### src/rtl/pwm_pkg.sv
// Shared definitions for the PWM LED generator and its upstream duty controller.
// Holds the frame/duty width defaults and the ramp state encoding.
package pwm_pkg;

   localparam int DEF_SW_W        = 4;
   localparam int DEF_CBITS       = 15;
   localparam int DEF_DEB_CYCLES  = 50000;
   localparam int DEF_STEP_FRAMES = 4;

   typedef enum logic [1:0] {
      IDLE      = 2'd0,
      RAMP_UP   = 2'd1,
      RAMP_DOWN = 2'd2
   } ramp_state_e;

   // Direction the duty code must move to reach the target.
   function automatic ramp_state_e ramp_dir(input logic [31:0] cur, input logic [31:0] tgt);
      if (cur < tgt) begin
         return RAMP_UP;
      end else if (cur > tgt) begin
         return RAMP_DOWN;
      end
      return IDLE;
   endfunction

endpackage : pwm_pkg

### src/rtl/sw_debounce.sv
// Two-flop synchroniser plus whole-vector debounce for the switch bank.
// Also exposes the value sw_stable will take at the next edge.
module sw_debounce
   import pwm_pkg::*;
#(
   parameter int SW_W       = DEF_SW_W,
   parameter int DEB_CYCLES = DEF_DEB_CYCLES
) (
   input  logic            clk,
   input  logic            rst_n,
   input  logic [SW_W-1:0] i_sw_raw,
   output logic [SW_W-1:0] o_sw_stable,
   output logic [SW_W-1:0] o_sw_stable_nxt
);

   localparam int            CW       = $clog2(DEB_CYCLES);
   localparam logic [CW-1:0] CNT_LAST = CW'(DEB_CYCLES - 1);
   localparam logic [CW-1:0] CNT_ONE  = CW'(1);

   if (DEB_CYCLES < 2) begin : g_bad_deb
      $error("sw_debounce: DEB_CYCLES must be at least 2");
   end

   logic [SW_W-1:0] r_sync1;
   logic [SW_W-1:0] r_sync2;
   logic [SW_W-1:0] r_cand;
   logic [SW_W-1:0] r_stable;
   logic [CW-1:0]   r_cnt;
   logic            w_match;
   logic            w_load;

   assign w_match         = (r_sync2 == r_cand);
   assign w_load          = w_match && !(r_cnt < CNT_LAST);
   assign o_sw_stable_nxt = w_load ? r_cand : r_stable;
   assign o_sw_stable     = r_stable;

   // NOTE: non-blocking assignments let every flop sample the pre-edge value,
   // which is what makes r_sync1 -> r_sync2 a real two-stage chain.
   always_ff @(posedge clk or negedge rst_n) begin
      if (!rst_n) begin
         r_sync1  <= '0;
         r_sync2  <= '0;
         r_cand   <= '0;
         r_cnt    <= '0;
         r_stable <= '0;
      end else begin
         r_sync1  <= i_sw_raw;
         r_sync2  <= r_sync1;
         r_stable <= o_sw_stable_nxt;
         if (!w_match) begin
            r_cand <= r_sync2;
            r_cnt  <= '0;
         end else if (r_cnt < CNT_LAST) begin
            r_cnt <= r_cnt + CNT_ONE;
         end
      end
   end

endmodule : sw_debounce

### src/rtl/pwm_duty_ctrl.sv
// Duty-code controller: debounced target, frame-aligned strobe and a slewed
// duty ramp that only moves in the cycle after a frame start.
module pwm_duty_ctrl
   import pwm_pkg::*;
#(
   parameter int SW_W        = DEF_SW_W,
   parameter int CBITS       = DEF_CBITS,
   parameter int DEB_CYCLES  = DEF_DEB_CYCLES,
   parameter int STEP_FRAMES = DEF_STEP_FRAMES
) (
   input  logic            clk,
   input  logic            rst_n,
   input  logic [SW_W-1:0] sw_raw,
   output logic [SW_W-1:0] duty_code,
   output logic [SW_W-1:0] sw_stable,
   output logic            frame_start,
   output logic            busy
);

   localparam int               SCW        = (STEP_FRAMES > 1) ? $clog2(STEP_FRAMES) : 1;
   localparam logic [SCW-1:0]   STEP_LAST  = SCW'(STEP_FRAMES - 1);
   localparam logic [SCW-1:0]   STEP_ONE   = SCW'(1);
   localparam logic [CBITS-1:0] FRAME_ONE  = CBITS'(1);
   localparam logic [SW_W-1:0]  DUTY_ONE   = SW_W'(1);

   if (STEP_FRAMES < 1) begin : g_bad_step
      $error("pwm_duty_ctrl: STEP_FRAMES must be at least 1");
   end

   logic [SW_W-1:0]  w_stable;
   logic [SW_W-1:0]  w_stable_nxt;
   logic [CBITS-1:0] r_frame_cnt;
   logic             r_frame_start;
   logic [SCW-1:0]   r_step_cnt;
   logic             w_step_edge;
   logic [SW_W-1:0]  r_duty;
   logic [SW_W-1:0]  w_duty_nxt;
   ramp_state_e      r_state;
   ramp_state_e      w_state_nxt;

   sw_debounce #(
      .SW_W       (SW_W),
      .DEB_CYCLES (DEB_CYCLES)
   ) u_sw_debounce (
      .clk             (clk),
      .rst_n           (rst_n),
      .i_sw_raw        (sw_raw),
      .o_sw_stable     (w_stable),
      .o_sw_stable_nxt (w_stable_nxt)
   );

   always_ff @(posedge clk or negedge rst_n) begin
      if (!rst_n) begin
         r_frame_cnt   <= '0;
         r_frame_start <= 1'b0;
         r_step_cnt    <= '0;
      end else begin
         r_frame_cnt   <= r_frame_cnt + FRAME_ONE;
         r_frame_start <= &r_frame_cnt;
         if (r_frame_start) begin
            r_step_cnt <= (r_step_cnt == STEP_LAST) ? '0 : r_step_cnt + STEP_ONE;
         end
      end
   end

   assign w_step_edge = r_frame_start && (r_step_cnt == STEP_LAST);

   // State is computed from the next duty/target pair, so r_state always
   // matches the current registers and a step can never overshoot.
   // NOTE: every signal driven here gets a default first so no latch is inferred.
   always_comb begin
      w_duty_nxt = r_duty;
      if (w_step_edge) begin
         unique case (r_state)
            RAMP_UP:   w_duty_nxt = r_duty + DUTY_ONE;
            RAMP_DOWN: w_duty_nxt = r_duty - DUTY_ONE;
            default:   w_duty_nxt = r_duty;
         endcase
      end
      w_state_nxt = ramp_dir(32'(w_duty_nxt), 32'(w_stable_nxt));
   end

   always_ff @(posedge clk or negedge rst_n) begin
      if (!rst_n) begin
         r_state <= IDLE;
         r_duty  <= '0;
      end else begin
         r_state <= w_state_nxt;
         r_duty  <= w_duty_nxt;
      end
   end

   assign duty_code   = r_duty;
   assign sw_stable   = w_stable;
   assign frame_start = r_frame_start;
   assign busy        = (r_state != IDLE);

endmodule : pwm_duty_ctrl
### config.mk
export PLATFORM = sky130hd
export DESIGN_NAME = pwm_duty_ctrl
export DESIGN_NICKNAME = d
export VERILOG_FILES = /design/src/rtl/pwm_pkg.sv /design/src/rtl/sw_debounce.sv /design/src/rtl/pwm_duty_ctrl.sv
export SDC_FILE = /design/constraint.sdc
export NUM_CORES = 1
export LEC_CHECK = 0
export BUFFER_PORTS_ARGS = -buffer_cell sky130_fd_sc_hd__buf_4
export CAP_MARGIN = 20
export CORE_AREA = 2 2 88 90
export DETAILED_ROUTE_END_ITERATION = 8
export DIE_AREA = 0 0 90 92
export PLACE_DENSITY = 0.64
export SYNTH_ARGS = -nofsm -noshare
export SYNTH_HDL_FRONTEND = slang
export SYNTH_SLANG_ARGS = --single-unit
### constraint.sdc
create_clock -name clk -period 3.3 [get_ports clk]
set_input_delay 0.66 -clock clk [delete_from_list [all_inputs] [get_ports clk]]
set_output_delay 0.66 -clock clk [all_outputs]
set_load 0.1 [all_outputs]
# ---- Yosys cells after proc, flatten, opt, wreduce, memory -nomap -nowiden
# Cells that the tools add are included.
dict set report word_totals {
  register_bits 56
  inputBits 6
  out_inout_bits 10
  word_cells 39
}
dict set report op_classes {
  n_addsub 5
  n_lt_le_gt_ge 3
  eq_ne 5
  mux 11
  reduce_logical 5
}
# cell count
set op_table {}
lappend op_table {{$mux W16} 2}
lappend op_table {{$add A16 B1 Y16 const B} 1}
lappend op_table {{$lt A16 B16 Y1 const B} 1}
lappend op_table {{$add A15 B1 Y15 const B} 1}
lappend op_table {{$reduce_and A15 Y1} 1}
lappend op_table {{$mux W2} 4}
lappend op_table {{$mux W4} 2}
lappend op_table {{$pmux W4 S2} 1}
lappend op_table {{$add A4 B1 Y4 const B} 1}
lappend op_table {{$eq A2 B2 Y1 const B} 2}
lappend op_table {{$eq A4 B4 Y1} 1}
lappend op_table {{$gt A4 B4 Y1} 1}
lappend op_table {{$lt A4 B4 Y1} 1}
lappend op_table {{$sub A4 B1 Y4 const B} 1}
lappend op_table {{$add A2 B1 Y2 const B} 1}
lappend op_table {{$eq A2 B1 Y1 const B} 1}
lappend op_table {{$logic_and A1 B1 Y1} 2}
lappend op_table {{$mux W1} 2}
lappend op_table {{$ne A2 B2 Y1 const B} 1}
lappend op_table {{$reduce_bool A2 Y1} 1}
lappend op_table {{$logic_not A1 Y1} 1}

# ---- Logic depth before layout (Yosys ltp)
dict set report depth {
  ltp_word 8
  depth_mapped 12
  ltp_nobuf 12
}

# ---- Hierarchy
# Synthesis repeated with hierarchy kept, for this count alone.
dict set report unflattened {
  cells_unflattened 235
  hier_area_um2 2641.3
}
# mod n_inst cells_each area_each_um2 seq_area_each_um2
set modules_own_cells {}
lappend modules_own_cells {sw_debounce 1 131 1446.4 800.8}
lappend modules_own_cells {pwm_duty_ctrl 1 104 1194.9 600.6}

# ---- Worst setup path after synthesis
# Ideal clock, no wire load.
dict set report synth_path {
  kind {register to register}
  start {reg r_duty[1], in the netlist duty_code[1]}
  end {reg r_state[1]}
  setup_ns 0.119
  t_arrival_ns 2.584
  t_required_ns 3.181
  slack_ns 0.598
  path_stages_with_launch 11
  path_buffers 0
  period_less_slack_ns 2.702
  path_cell_list {dfrtp_1 -> xor2_1 -> ha_1 -> a21oi_1 -> xor2_1 -> nor2_1 -> xor2_1 -> ha_1 -> o21a_1 -> o21a_1 -> o21a_1}
}
dict set report synth_between {
  elab_chain_cells 7
  word_cells_on_any_way 10
  cone_classes {add/sub: 2; order compare: 2; mux: 6}
}
# item line_no
set synth_lines {}
lappend synth_lines {{from (decl)} pwm_duty_ctrl.sv:36} ;# logic [SW_W-1:0] r_duty;
lappend synth_lines {{from (signal assigned)} pwm_duty_ctrl.sv:89} ;# r_duty <= w_duty_nxt;
lappend synth_lines {{$sub A4 B1 Y4 / $add A4 B1 Y4 (equally long branches)} {pwm_duty_ctrl.sv:76, pwm_duty_ctrl.sv:75}}
lappend synth_lines {{$pmux W4 S2 *} pwm_duty_ctrl.sv:74} ;# unique case (r_state)
lappend synth_lines {{$mux W4 *} pwm_duty_ctrl.sv:73} ;# if (w_step_edge) begin
lappend synth_lines {{via w_duty_nxt[2]} pwm_duty_ctrl.sv:37} ;# logic [SW_W-1:0] w_duty_nxt;
lappend synth_lines {{$gt A4 B4 Y1} pwm_pkg.sv:20} ;# end else if (cur > tgt) begin
lappend synth_lines {{$mux W1} pwm_pkg.sv:20}
lappend synth_lines {{$mux W1} pwm_pkg.sv:18} ;# if (cur < tgt) begin
lappend synth_lines {{$mux W2 *} pwm_pkg.sv:23} ;# return IDLE;
lappend synth_lines {{via w_state_nxt[1]} pwm_duty_ctrl.sv:39} ;# ramp_state_e w_state_nxt;
lappend synth_lines {{to (signal assigned)} pwm_duty_ctrl.sv:88} ;# r_state <= w_state_nxt;
lappend synth_lines {{to (decl)} pwm_duty_ctrl.sv:38} ;# ramp_state_e r_state;
# Mark *: on every way through the listed nets, which the timed path passes. The rest lies on a longest branch.
# A chain may end at the register's enable or synchronous reset.

# ---- Final worst setup path
dict set report layout_path {
  start {reg u_sw_debounce.r_cnt[11]}
  end {reg r_state[1]}
}
dict set report layout_between {
  elab_chain_cells 8
  word_cells_on_any_way 10
  cone_classes {order compare: 3; mux: 5; reduce/logical: 2}
}
# item line_no
set layout_lines {}
lappend layout_lines {{from (decl)} sw_debounce.sv:28} ;# logic [CW-1:0] r_cnt;
lappend layout_lines {{from (signal assigned)} sw_debounce.sv:54} ;# r_cnt <= r_cnt + CNT_ONE;
lappend layout_lines {{$lt A16 B16 Y1 *} sw_debounce.sv:33} ;# assign w_load = w_match && !(r_cnt < CNT_LAST);
lappend layout_lines {{$logic_not A1 Y1 *} sw_debounce.sv:33}
lappend layout_lines {{$logic_and A1 B1 Y1 *} sw_debounce.sv:33}
lappend layout_lines {{$mux W4 *} sw_debounce.sv:34} ;# assign o_sw_stable_nxt = w_load ? r_cand : r_stable;
lappend layout_lines {{$gt A4 B4 Y1} pwm_pkg.sv:20}
lappend layout_lines {{$mux W1} pwm_pkg.sv:20}
lappend layout_lines {{$mux W1} pwm_pkg.sv:18}
lappend layout_lines {{$mux W2 *} pwm_pkg.sv:23}
lappend layout_lines {{via w_state_nxt[1]} pwm_duty_ctrl.sv:39}
# Marked as above.

==> flow_metrics.tcl <==
set metrics [dict create \
    final_common_cell "dfrtp_1" \
    rows 32 \
    syn_inst 229 \
    die_h_um 92 \
    grt_pass1_wl_um 8450 \
    ir_drop_mv 0.190 \
    rsz0062_at_grt "no" \
    io_buffers 15 \
    utilization 0.405 \
    final.setup_skew_ns 0.0150 \
    internal-power_uw 860 \
    tightest_slew_ns 0.787 \
    critical_path_class "flip-flop to flip-flop" \
    total_power_mw 1.14 \
    core_area_um2 7450 \
    start_util 0.364 \
    critical_path_required_ns 3.51 \
    die_x_um 90 \
    grt_use_total 0.125 \
    p_leak_nw 1.31 \
    cts_resized 0 \
    critPathMaxFanout 18 \
    grt_overflow 0 \
    switchingPower_uw 276 \
    avgSynthCellArea_um2 11.9 \
    layout-drive-gt1-share 0.163 \
    antenna_found_initial 0 \
    clock_latency_ns 0.32 \
    cts_buffers 5 \
    detailed_place.area_um2 2920 \
    yosys_warnings 0 \
    hold_viol 0 \
    dieArea_um2 8280 \
    fin_area_um2 3020 \
    netlist.area_leader.share 0.516 \
    dp_cells 340 \
    setup_viol 0 \
    ctsLongestPathBuffers 2 \
    dp_hpwl_um 3160 \
    finalCriticalPeriod_ns 2.60 \
    syn_to_final_growth_pct 11.2 \
    io_pins 16 \
    diodes 0 \
    ys_ff_latch 56 \
    nets 262 \
    clk_pin_slew_ns 0.11 \
    pwr-share-comb 0.029 \
    start_kind "flip-flop" \
    grt_max_degree 57 \
    grt_pass1_vias 1759 \
    place_congestion 0.792 \
    fmax_mhz 385 \
    cts_hold_buf 0 \
    yosys.area.top_type "dfrtp_1" \
    cts_sinks 56 \
    power_density_nw_per_um2 376 \
    status "finished, final reports clean" \
    p_sw_frac 0.243 \
    synth_enable_flop_cells 0 \
    dr.pass1.iters 4 \
    hold_class "input port to asynchronous set/reset pin" \
    routedWlPerCell_um 13.3 \
    synth_flop_cell "dfrtp_1" \
    timing.setup.tns_ns 0 \
    via_per_inst 5.09 \
    synth_fp_nets 246 \
    first_iter_violations 72 \
    cp-end-kind "flip-flop" \
    dr_total_vias 1771 \
    root_buffer "clkbuf_8" \
    drtAntennaViolNets 0 \
    cts_tree "done" \
    synth.distinct_cells 45 \
    maxSlewViolCount 0 \
    ff2ff_path_depth 9 \
    drv_cap 0 \
    clkPwrFrac 0.355 \
    finalCritPeriodShare 0.787 \
    instances_no_fill 348 \
    final_cell_mix "dfrtp_1 (56), buf_4 (17), nand2_1 (13), xor2_1 (13)" \
    wl_um 4620 \
    async_reset_ff_frac 1.00 \
    drc 0 \
    post_cts_buffers 0 \
    slew_headroom 0.475 \
    cts.htree.levels 2 \
    syn_area_um2 2710 \
    fillers 731 \
    ys_seq_area_frac 0.516 \
    netlist_top_cells_area "dfrtp_1 (52%), ha_1 (5.1%), xor2_1 (4.2%)" \
    worst_ep_arrival_time_ns 2.81 \
    seqPwrFrac 0.616 \
]
-- power by group through the flow --
stage	logic [mW]	clock network [mW]	registers [mW]
3_3_place_gp	0.0348	0	0.713
5_1_grt	0.0392	0.443	0.701
3_5_place_dp	0.0350	0	0.713
6_report	0.0334	0.404	0.700
4_1_cts	0.0353	0.414	0.700
2_1_floorplan	0.0151	0	0.711
-- critical path: stages, from the launching register on --
cell,delay (ns)
dfrtp_1,0.50
nor4_4,0.08
nor2_2,0.61
o21ai_4,0.21
mux2i_1,0.17
ha_1,0.31
nor2b_1,0.13
o21a_1,0.16
o21a_1,0.17
o21a_1,0.16
-- cells by family after synthesis --
logic type / share of synthesized area
XOR/XNOR: 0.0710
adder cells (fa/ha/maj): 0.0507
AO/OA/AOI/OAI: 0.0876
buffers and inverters: 0.0295
AND/OR/NAND/NOR: 0.190
flip-flops: 0.516
multiplexers: 0.0544
-- final timing paths --
path                                                from                       end  slack, ns
worst min-delay path                               rst_n    u_sw_debounce.r_cnt[8]       0.35
worst max register to register   u_sw_debounce.r_cnt[11]                r_state[1]       0.70
worst min register to register  u_sw_debounce.r_sync1[2]  u_sw_debounce.r_sync2[2]       0.36
max in group asynchronous                          rst_n              duty_code[1]       2.47
worst max-delay path             u_sw_debounce.r_cnt[11]                r_state[1]       0.70
min in group clk                u_sw_debounce.r_sync1[2]  u_sw_debounce.r_sync2[2]       0.36
-- sequential cells by signal, summed over array words and instances (netlist names) --
name	flops
duty_code	4
frame_start	1
r_frame_cnt	15
r_state	2
r_step_cnt	2
u_sw_debounce.o_sw_stable	4
u_sw_debounce.r_cand	4
u_sw_debounce.r_cnt	16
u_sw_debounce.r_sync1	4
u_sw_debounce.r_sync2	4
-- area by class of cell --
cell class                      count  area [um2]  share of cell area
Inverter                            9        33.8              0.0112
Clock inverter                      3        27.5             0.00912
Tap cell                          102         128              0.0423
Multi-Input combinational cell    156        1230               0.408
Timing Repair Buffer               17         128              0.0423
Sequential cell                    56        1400               0.464
Clock buffer                        5        68.8              0.0228
-- per-layer routing --
metal,track usage,part of all wire,vias up
met2,0.204,0.47,29
met5,0,0,-
met4,0.0449,0.011,0
li1,-,-,857
met1,0.166,0.49,880
met3,0.0238,0.026,5
-- cell usage after synthesis, types with 2 or more instances --
| master | instances |
|---|---|
| dfrtp_1 | 56 |
| mux2i_1 | 8 |
| clkbuf_1 | 5 |
| or4_1 | 7 |
| nor2_1 | 6 |
| nor4_2 | 3 |
| o31ai_1 | 7 |
| nand2_1 | 13 |
| nor4_1 | 3 |
| and3_1 | 4 |
| buf_6 | 2 |
| a21oi_1 | 10 |
| mux2_2 | 2 |
| inv_1 | 8 |
| xnor2_1 | 9 |
| or2_1 | 2 |
| o21a_1 | 5 |
| nand4_1 | 6 |
| mux2_1 | 4 |
| nand3_1 | 11 |
| nor4_4 | 2 |
| xor2_1 | 13 |
| and4_1 | 3 |
| a211oi_1 | 3 |
| nand2b_1 | 6 |
| ha_1 | 11 |
| o21ai_0 | 2 |
-- through the flow --
stage	worst slack, ns	hold slack [ns]
final	0.703	0.351
after detailed placement	0.742	0.337
after global routing	0.554	0.370
after global placement	0.784	0.334
after CTS	0.706	0.364
after floorplan	0.598	0.331
(Power assumes the default switching activity.)
